## config.mk

```make
export PLATFORM = sky130hd
export DESIGN_NAME = ps2_host_tx
export DESIGN_NICKNAME = d
export VERILOG_FILES = /design/src/rtl/ps2_host_tx.sv
export SDC_FILE = /design/constraint.sdc
export NUM_CORES = 1
export LEC_CHECK = 0
export CAP_MARGIN = 25
export CELL_PAD_IN_SITES_DETAIL_PLACEMENT = 1
export CELL_PAD_IN_SITES_GLOBAL_PLACEMENT = 1
export CORE_UTILIZATION = 30
export CTS_CLUSTER_DIAMETER = 150
export CTS_CLUSTER_SIZE = 40
export DETAILED_ROUTE_END_ITERATION = 7
export DONT_BUFFER_PORTS = 1
export GPL_TIMING_DRIVEN = 0
export HOLD_SLACK_MARGIN = 0.1
export PLACE_DENSITY = 0.61
export SYNTH_ARGS = -nofsm -noshare
export SYNTH_HDL_FRONTEND = slang
export SYNTH_SLANG_ARGS = --single-unit
```

## constraint.sdc

```tcl
create_clock -name Clock -period 2.3 [get_ports Clock]
set_input_delay 0.69 -clock Clock [delete_from_list [all_inputs] [get_ports Clock]]
set_output_delay 0.69 -clock Clock [all_outputs]
set_load 0.01 [all_outputs]
```

## src/rtl/ps2_host_tx.sv

```systemverilog
// ps2_host_tx: open-drain PS/2 host-to-device command byte transmitter with device ACK check
module ps2_host_tx #(
  parameter int INHIBIT_CYCLES = 10000,
  parameter int TIMEOUT_CYCLES = 2000000,
  parameter int FILTER_LEN = 4
) (
  input  logic       Clock,
  input  logic       btnCpuReset,
  input  logic [7:0] TxData,
  input  logic       TxStart,
  input  logic       PS2Clk,
  input  logic       PS2Data,
  output logic       PS2ClkDriveLow,
  output logic       PS2DataDriveLow,
  output logic       TxBusy,
  output logic       TxDone,
  output logic       TxError,
  output logic       RxInhibit
);
  localparam int CW = $clog2(INHIBIT_CYCLES + TIMEOUT_CYCLES + 1);
  typedef enum logic [2:0] {IDLE, INHIBIT, REQ, BITS, ACK, WAITIDLE} state_t;
  state_t state, state_n;
  logic [1:0] s1, s2;
  logic [FILTER_LEN-1:0] c_sh, d_sh;
  logic clk_f, dat_f, clk_f_d, fall, active;
  logic [CW-1:0] cnt, cnt_n;
  logic [7:0] data, data_n;
  logic [3:0] idx, idx_n;
  logic par, par_n, ack_ok, ack_ok_n;
  logic clk_low_n, dat_low_n, busy_n, done_n, err_n;
  always_ff @(posedge Clock or negedge btnCpuReset)
    if (!btnCpuReset) begin
      s1 <= '1;
      s2 <= '1;
      c_sh <= '1;
      d_sh <= '1;
      clk_f <= 1'b1;
      dat_f <= 1'b1;
      clk_f_d <= 1'b1;
    end else begin
      s1 <= {PS2Clk, PS2Data};
      s2 <= s1;
      c_sh <= {c_sh[FILTER_LEN-2:0], s2[1]};
      d_sh <= {d_sh[FILTER_LEN-2:0], s2[0]};
      clk_f <= &c_sh ? 1'b1 : ~|c_sh ? 1'b0 : clk_f;
      dat_f <= &d_sh ? 1'b1 : ~|d_sh ? 1'b0 : dat_f;
      clk_f_d <= clk_f;
    end
  assign fall = clk_f_d & ~clk_f;
  assign active = state inside {REQ, BITS, ACK, WAITIDLE};
  assign RxInhibit = TxBusy;
  always_comb begin
    state_n = state;
    cnt_n = (active && fall) ? '0 : cnt + CW'(1);
    data_n = data;
    par_n = par;
    ack_ok_n = ack_ok;
    idx_n = idx;
    clk_low_n = PS2ClkDriveLow;
    dat_low_n = PS2DataDriveLow;
    busy_n = TxBusy;
    done_n = 1'b0;
    err_n = 1'b0;
    case (state)
      IDLE: if (TxStart) begin
        state_n = INHIBIT;
        cnt_n = '0;
        data_n = TxData;
        par_n = ~^TxData;
        idx_n = '0;
        busy_n = 1'b1;
        clk_low_n = 1'b1;
        dat_low_n = 1'b0;
      end
      INHIBIT: begin
        if (cnt == CW'(INHIBIT_CYCLES - 2)) dat_low_n = 1'b1;
        if (cnt == CW'(INHIBIT_CYCLES - 1)) begin
          state_n = REQ;
          cnt_n = '0;
          clk_low_n = 1'b0;
        end
      end
      REQ: if (fall) begin
        state_n = BITS;
        dat_low_n = ~data[0];
        idx_n = 4'd1;
      end
      // idx 1..7 are data bits, 8 is parity, 9 releases the line for the stop bit
      BITS: if (fall) begin
        idx_n = idx + 4'd1;
        dat_low_n = idx == 4'd9 ? 1'b0 : idx == 4'd8 ? ~par : ~data[idx[2:0]];
        state_n = idx == 4'd9 ? ACK : BITS;
      end
      ACK: if (fall) begin
        state_n = WAITIDLE;
        ack_ok_n = ~dat_f;
      end
      WAITIDLE: if (clk_f && dat_f) begin
        state_n = IDLE;
        busy_n = 1'b0;
        done_n = ack_ok;
        err_n = ~ack_ok;
      end
      default: state_n = IDLE;
    endcase
    if (active && cnt == CW'(TIMEOUT_CYCLES - 1)) begin
      state_n = IDLE;
      busy_n = 1'b0;
      clk_low_n = 1'b0;
      dat_low_n = 1'b0;
      done_n = 1'b0;
      err_n = 1'b1;
    end
  end
  always_ff @(posedge Clock or negedge btnCpuReset)
    if (!btnCpuReset) begin
      state <= IDLE;
      cnt <= '0;
      data <= '0;
      idx <= '0;
      par <= 1'b0;
      ack_ok <= 1'b0;
      PS2ClkDriveLow <= 1'b0;
      PS2DataDriveLow <= 1'b0;
      TxBusy <= 1'b0;
      TxDone <= 1'b0;
      TxError <= 1'b0;
    end else begin
      state <= state_n;
      cnt <= cnt_n;
      data <= data_n;
      idx <= idx_n;
      par <= par_n;
      ack_ok <= ack_ok_n;
      PS2ClkDriveLow <= clk_low_n;
      PS2DataDriveLow <= dat_low_n;
      TxBusy <= busy_n;
      TxDone <= done_n;
      TxError <= err_n;
    end
endmodule

```

==> results of run 1 <==
registers in the layout, summed over array words and instances, names as in the netlist, 2 cells and up:
register  count
c_sh          4
state         3
cnt          21
data          8
d_sh          4
s1            2
idx           4
s2            2
power by group:
part	switching [mW]	leakage, nW	total (mW)	internal (mW)
Combinational	0.331	0.525	0.654	0.323
Clock	0.449	0.113	1.02	0.574
Sequential	0.198	0.725	1.43	1.23
Total	0.978	1.36	3.11	2.13
final timing paths:
kind	start	to	slack [ps]
worst max-delay path	cnt[0]	cnt[14]	310
worst min-delay path	btnCpuReset	data[4]	170
worst max register to register	cnt[0]	cnt[14]	310
worst min register to register	s2[0]	d_sh[0]	360
max in group asynchronous	btnCpuReset	cnt[14]	1910
min in group Clock	PS2Clk	s1[1]	330
per-layer routing:
| metal | vias to the layer above | track usage (%) | wire length [microns] |
|---|---|---|---|
| met2 | 33 | 22.8 | 2920 |
| met3 | 7 | 5.18 | 238 |
| met5 | - | 0 | 0 |
| li1 | 926 | - | - |
| met1 | 981 | 19.3 | 2900 |
| met4 | 0 | 5.51 | 86 |
cell usage after synthesis, types with 6 or more instances:
cell / instances
dfrtp_1: 43
nor2_1: 21
xnor2_1: 18
nand2_1: 16
dfstp_2: 15
a21oi_1: 10
nor2_2: 10
mux2_2: 9
nand4_1: 9
nand3_1: 8
xor2_1: 8
inv_1: 7
nor3_1: 7
o21ai_0: 7
nor2b_1: 6
worst max-delay path, delay by kind of cell, from the launching register on:
| family | cells | cell delay, ps |
|---|---|---|
| adder cells (fa/ha/maj) | 1 | 210 |
| AO/OA/AOI/OAI | 1 | 250 |
| flip-flops | 1 | 430 |
| buffers and inverters | 2 | 370 |
| AND/OR/NAND/NOR | 4 | 600 |
logic make-up after synthesis:
logic type      after synthesis  synth area share (%)
fa+ha+maj                     5                  2.23
compound gates               33                  7.30
xor+xnor                     26                  8.10
buf+inv                      15                  2.76
mux                          16                  6.99
simple gates                102                  20.3
flops                        58                  52.3
stage by stage:
| stage | setup WS [ps] | power [mW] | util [%] |
|---|---|---|---|
| 2_1_floorplan | 525 | 1.92 | - |
| 3_3_place_gp | 295 | 2.06 | 33.1 |
| 3_5_place_dp | 333 | 2.09 | 33.1 |
| 4_1_cts | 288 | 3.17 | 35.9 |
| 5_1_grt | 151 | 3.35 | 35.9 |
| 6_report | 308 | 3.11 | 35.9 |
layout make-up:
class | instances | area, sq um
plain buffers | 8 | 51.3
clock buffers | 10 | 149
clock inverters | 6 | 68.8
fillers | 988 | 5700
inverters | 7 | 26.3
multi-input cells | 182 | 1260
flip-flops and latches | 58 | 1470
well taps | 108 | 135
repair buffers | 1 | 27.5
==> results.py, run 1 <==
metrics = {
    "logic_synthesis": {
        "synth.avg_cell_area_sq_um": 11.0,
        "synth_warnings": 0,
        "synth_area_sq_um": 2810,
        "ys_types": 46,
        "async_flop_share_pct": 100,
        "synth_top_area_share_pct": 38.3,
        "synth_seq_cells": 58,
        "synth_flop_cell": "dfrtp_1",
        "yosysSeqAreaShare_pct": 52.3,
        "synth_edf_count": 0,
        "syn_inst": 255,
        "synth_nets": 273,
        "synthTopCellsByArea": "dfrtp_1, dfstp_2, xnor2_1",
        "yosys.area.top_type": "dfrtp_1",
    },
    "clock_tree": {
        "cts_setup_buffers": 0,
        "ctsResizeCount": 0,
        "cts_tree": "built",
        "cts.clk_slew.worst_paths_ps": 80,
        "cts_hold_buffers": 1,
        "clockBufferDepth": 2,
        "clock_insertion_delay_worst_skew_ps": 350,
        "cts-root-buf": "clkbuf_8",
        "htree_levels": 3,
        "clkSinkCount": 58,
        "cts_buffers": 9,
    },
    "setup_path": {
        "slowest_stage": "dfrtp_1",
        "crit_type": "flip-flop to flip-flop",
        "r2r_cells": 8,
        "critPathCaptureType": "flip-flop",
        "critical-path-max-stage-delay_ps": 430,
        "cp_max_fo": 10,
        "crit_chain": "ha_1 -> and3_1 -> clkbuf_2 -> nand4_1 -> o21ai_2 -> and3_4 -> buf_6 -> nor2_2",
        "start_kind": "flip-flop",
        "critical_path_arrival_ps": 2220,
        "critical_path_required_ps": 2530,
    },
    "sta": {
        "finClkSkew_ps": 12.8,
        "setup_violations": 0,
        "relSlewSlack_pct": 67.9,
        "tightest_slew_ps": 481,
        "maxSlewViolCount": 0,
        "tns_ps": 0,
        "min_period_over_period_pct": 86.6,
        "rsz0062_at_grt": "false",
        "timing.fmax_ghz": 0.502,
        "fin_crit_ps": 1990,
        "hold_slack_ps": 169,
        "hold_viol": 0,
    },
    "global_routing": {
        "grt_first_pass_wirelength_microns": 11000,
        "grt_usage_pct": 14.8,
        "grt_start_max_net_pins": 44,
        "antenna_found_initial": 0,
        "grt_pass1_vias": 2130,
        "grt_overflow": 0,
    },
    "layout": {
        "layout_commonest_cell": "dfrtp_1",
        "fin_nets": 285,
        "design_area_sq_um": 3190,
        "drive_gt1_share_pct": 22.8,
        "area_growth_pct": 13.5,
        "stdcell_count": 380,
        "n_antenna_cell": 0,
        "final_cell_mix": "dfrtp_1, nor2_1, xnor2_1, nand2_1, dfstp_2",
    },
    "flow_run": {
        "drv_cap": 0,
    },
    "detailed_routing": {
        "wl_microns": 6140,
        "wire_per_inst_microns": 16.2,
        "dr.pass1.iters": 4,
        "drcViolationCount": 0,
        "drtIter0Drc": 53,
        "ant_nets": 0,
        "dr_total_vias": 1947,
        "via_per_inst": 5.12,
    },
    "placed_design": {
        "dp_hpwl_microns": 4120,
        "numPortBuffers": 0,
        "placed_cell_area_sq_um": 2950,
        "dp_cells": 363,
        "gp_congestion": 0.732,
    },
    "die": {
        "die_y_microns": 98.8,
        "core_sq_um": 8890,
        "start_util_pct": 31.6,
        "ios": 19,
        "die_width_microns": 98.8,
        "num_rows": 34,
        "dieArea_sq_um": 9760,
    },
    "status": {
        "outcome": "completed",
    },
    "power_and_ir_drop": {
        "p_per_area_nw_per_um2": 973,
        "ir_drop_mv": 0.316,
        "leakage_nw": 1.36,
    },
    "min_path": {
        "hold_class": "input pin to async pin",
    },
}
No activity file was read; power rests on OpenSTA's default activity.
==> run 2: changes to the inputs <==
--- a/config.mk
+++ b/config.mk
@@ -12,10 +12,9 @@
 export CTS_CLUSTER_DIAMETER = 150
 export CTS_CLUSTER_SIZE = 40
 export DETAILED_ROUTE_END_ITERATION = 7
-export DONT_BUFFER_PORTS = 1
 export GPL_TIMING_DRIVEN = 0
 export HOLD_SLACK_MARGIN = 0.1
-export PLACE_DENSITY = 0.61
+export PLACE_DENSITY = 0.65
 export SYNTH_ARGS = -nofsm -noshare
 export SYNTH_HDL_FRONTEND = slang
 export SYNTH_SLANG_ARGS = --single-unit
==> run 2 against run 1 <==
Effect of this change: routed wire length shrank 1.4%; sequential power barely moved; die area stayed put; cell area is 5.3% higher; clock power is essentially flat; non-clock buffer count rose by 18; worst hold slack improved by 190 ps.
==> results.py, run 2 (synthesized netlist as in run 1, its figures left out) <==
metrics = {
    "sta": {
        "maxSlewViolCount": 0,
        "hold_slack_ps": 356,
        "tightest_slew_ps": 683,
        "rsz0062_at_grt": "false",
        "hold_viol": 0,
        "min_period_over_period_pct": 90.1,
        "fin_crit_ps": 2070,
        "timing.fmax_ghz": 0.483,
        "setup_violations": 0,
        "finClkSkew_ps": 5.93,
        "layout_setup_ws_ps": 228,
        "relSlewSlack_pct": 54.5,
    },
    "clock_tree": {
        "cts_hold_buffers": 0,
        "htree_levels": 3,
        "clkSinkCount": 58,
        "clockBufferDepth": 2,
        "cts_setup_buffers": 0,
        "ctsResizeCount": 0,
        "cts-root-buf": "clkbuf_8",
        "cts_buffers": 9,
        "cts_tree": "built",
        "cts.clk_slew.worst_paths_ps": 70,
        "clock_insertion_delay_worst_skew_ps": 340,
    },
    "layout": {
        "fill_cells": 1016,
        "layout_commonest_cell": "dfrtp_1",
        "regMostFlops": "cnt",
        "fin_nets": 303,
        "n_antenna_cell": 0,
        "design_area_sq_um": 3360,
        "area_growth_pct": 19.5,
        "final_cell_mix": "dfrtp_1, nor2_1, xnor2_1, clkdlybuf4s50_1, nand2_1",
        "fin_util_pct": 37.8,
        "biggestRegsByFlops": "cnt: 21 flops, data: 8 flops",
        "drive_gt1_share_pct": 21.7,
        "largest_reg_flops": 21,
    },
    "setup_path": {
        "critPathCaptureType": "flip-flop",
        "rrSetupSlack_ps": 330,
        "r2r-start": "cnt[0]",
        "critical_path_arrival_ps": 2350,
        "start_kind": "input pin",
        "r2r_cells": 7,
        "critical_path_required_ps": 2580,
        "path_buf_inv": 2,
        "crit_type": "input pin to flip-flop",
        "cp_max_fo": 10,
        "crit_chain": "clkdlybuf4s50_1 -> or4_1 -> o21ai_1 -> o21ai_2 -> and3_4 -> buf_6 -> nor2_2",
        "path_depth": 7,
        "slowest_stage": "clkdlybuf4s50_1",
        "crit_family": "simple AND/OR/NAND/NOR gates",
        "critical-path-max-stage-delay_ps": 480,
        "worstReg2RegEnd": "state[0]",
    },
    "detailed_routing": {
        "wl_met3_microns": 221,
        "wire_per_inst_microns": 15.2,
        "wl_met2_microns": 2880,
        "dr_total_vias": 2004,
        "wl_microns": 6050,
        "drtIter0Drc": 33,
        "ant_nets": 0,
        "via_per_inst": 5.04,
        "m1WireLength_microns": 2860,
        "dr.pass1.iters": 6,
        "drcViolationCount": 0,
        "highest_layer": "met4",
    },
    "power_and_ir_drop": {
        "p_per_area_nw_per_um2": 960,
        "leakage_nw": 1.43,
        "ir_drop_mv": 0.298,
    },
    "die": {
        "ios": 19,
        "dieArea_sq_um": 9760,
        "core_sq_um": 8890,
        "die_width_microns": 98.8,
        "num_rows": 34,
        "die_y_microns": 98.8,
        "start_util_pct": 31.6,
    },
    "min_path": {
        "hold_class": "flip-flop to flip-flop",
        "hold-path-cell-count": 0,
        "min_to": "c_sh[0]",
        "min_from": "s2[1]",
    },
    "placed_design": {
        "dp_hpwl_microns": 4370,
        "numPortBuffers": 18,
        "gp_congestion": 0.743,
        "placed_cell_area_sq_um": 3140,
        "pre_cts_slack_ps": -122,
    },
    "global_routing": {
        "grt_pass1_vias": 2096,
        "grt_start_max_net_pins": 31,
        "grt_usage_pct": 14.3,
        "grt_first_pass_wirelength_microns": 10700,
        "grt_overflow": 0,
        "antenna_found_initial": 0,
    },
    "status": {
        "outcome": "completed",
    },
    "flow_run": {
        "drv_cap": 0,
    },
}
run 2: cell count changes in the layout (fill, tap and decap cells not counted), sizes merged:
cell           delta
clkinv            +2
inv               -3
buf               +1
bufinv            +1
clkdlybuf4s50    +17
run 2: per-stage QoR:
stage	instances	setup TNS [ps]	total power, mW
floorplan	255	0	1.92
CTS	398	0	3.29
global placement	381	-68840	2.16
global route	398	0	3.44
detailed placement	382	-2010	2.21
finish	398	0	3.22
run 2: cell type report:
class | instances | area, sq um | share of cell area (%)
buffer | 8 | 51.3 | 1.53
sequential | 58 | 1470 | 43.8
timing repair buffer | 19 | 195 | 5.81
inverter | 7 | 26.3 | 0.782
tap | 108 | 135 | 4.02
clock buffer | 10 | 138 | 4.10
clock inverter | 6 | 80.1 | 2.38
multi-input combinational | 182 | 1260 | 37.6
run 2: worst max path at each step:
stage	startpoint	slack [ps]	endpoint
after CTS	RxInhibit	230	TxBusy
after detailed placement	TxStart	-120	cnt[4]
after global placement	btnCpuReset	-1320	cnt[14]
final	TxStart	230	cnt[4]
after global routing	cnt[0]	130	state[0]
after floorplan	TxStart	520	cnt[20]
run 2: report_power, final:
group          internal (mW)  total (mW)  switching, mW
clock network          0.631        1.04          0.410
logic                  0.395       0.764          0.369
registers               1.23        1.42          0.187
run 2: per-layer routing:
metal  global-route usage [%]  vias up
met3                     5.18        9
li1                         -      956
met2                     22.2       28
met1                     18.3     1011
met5                        0        -
met4                     5.51        0
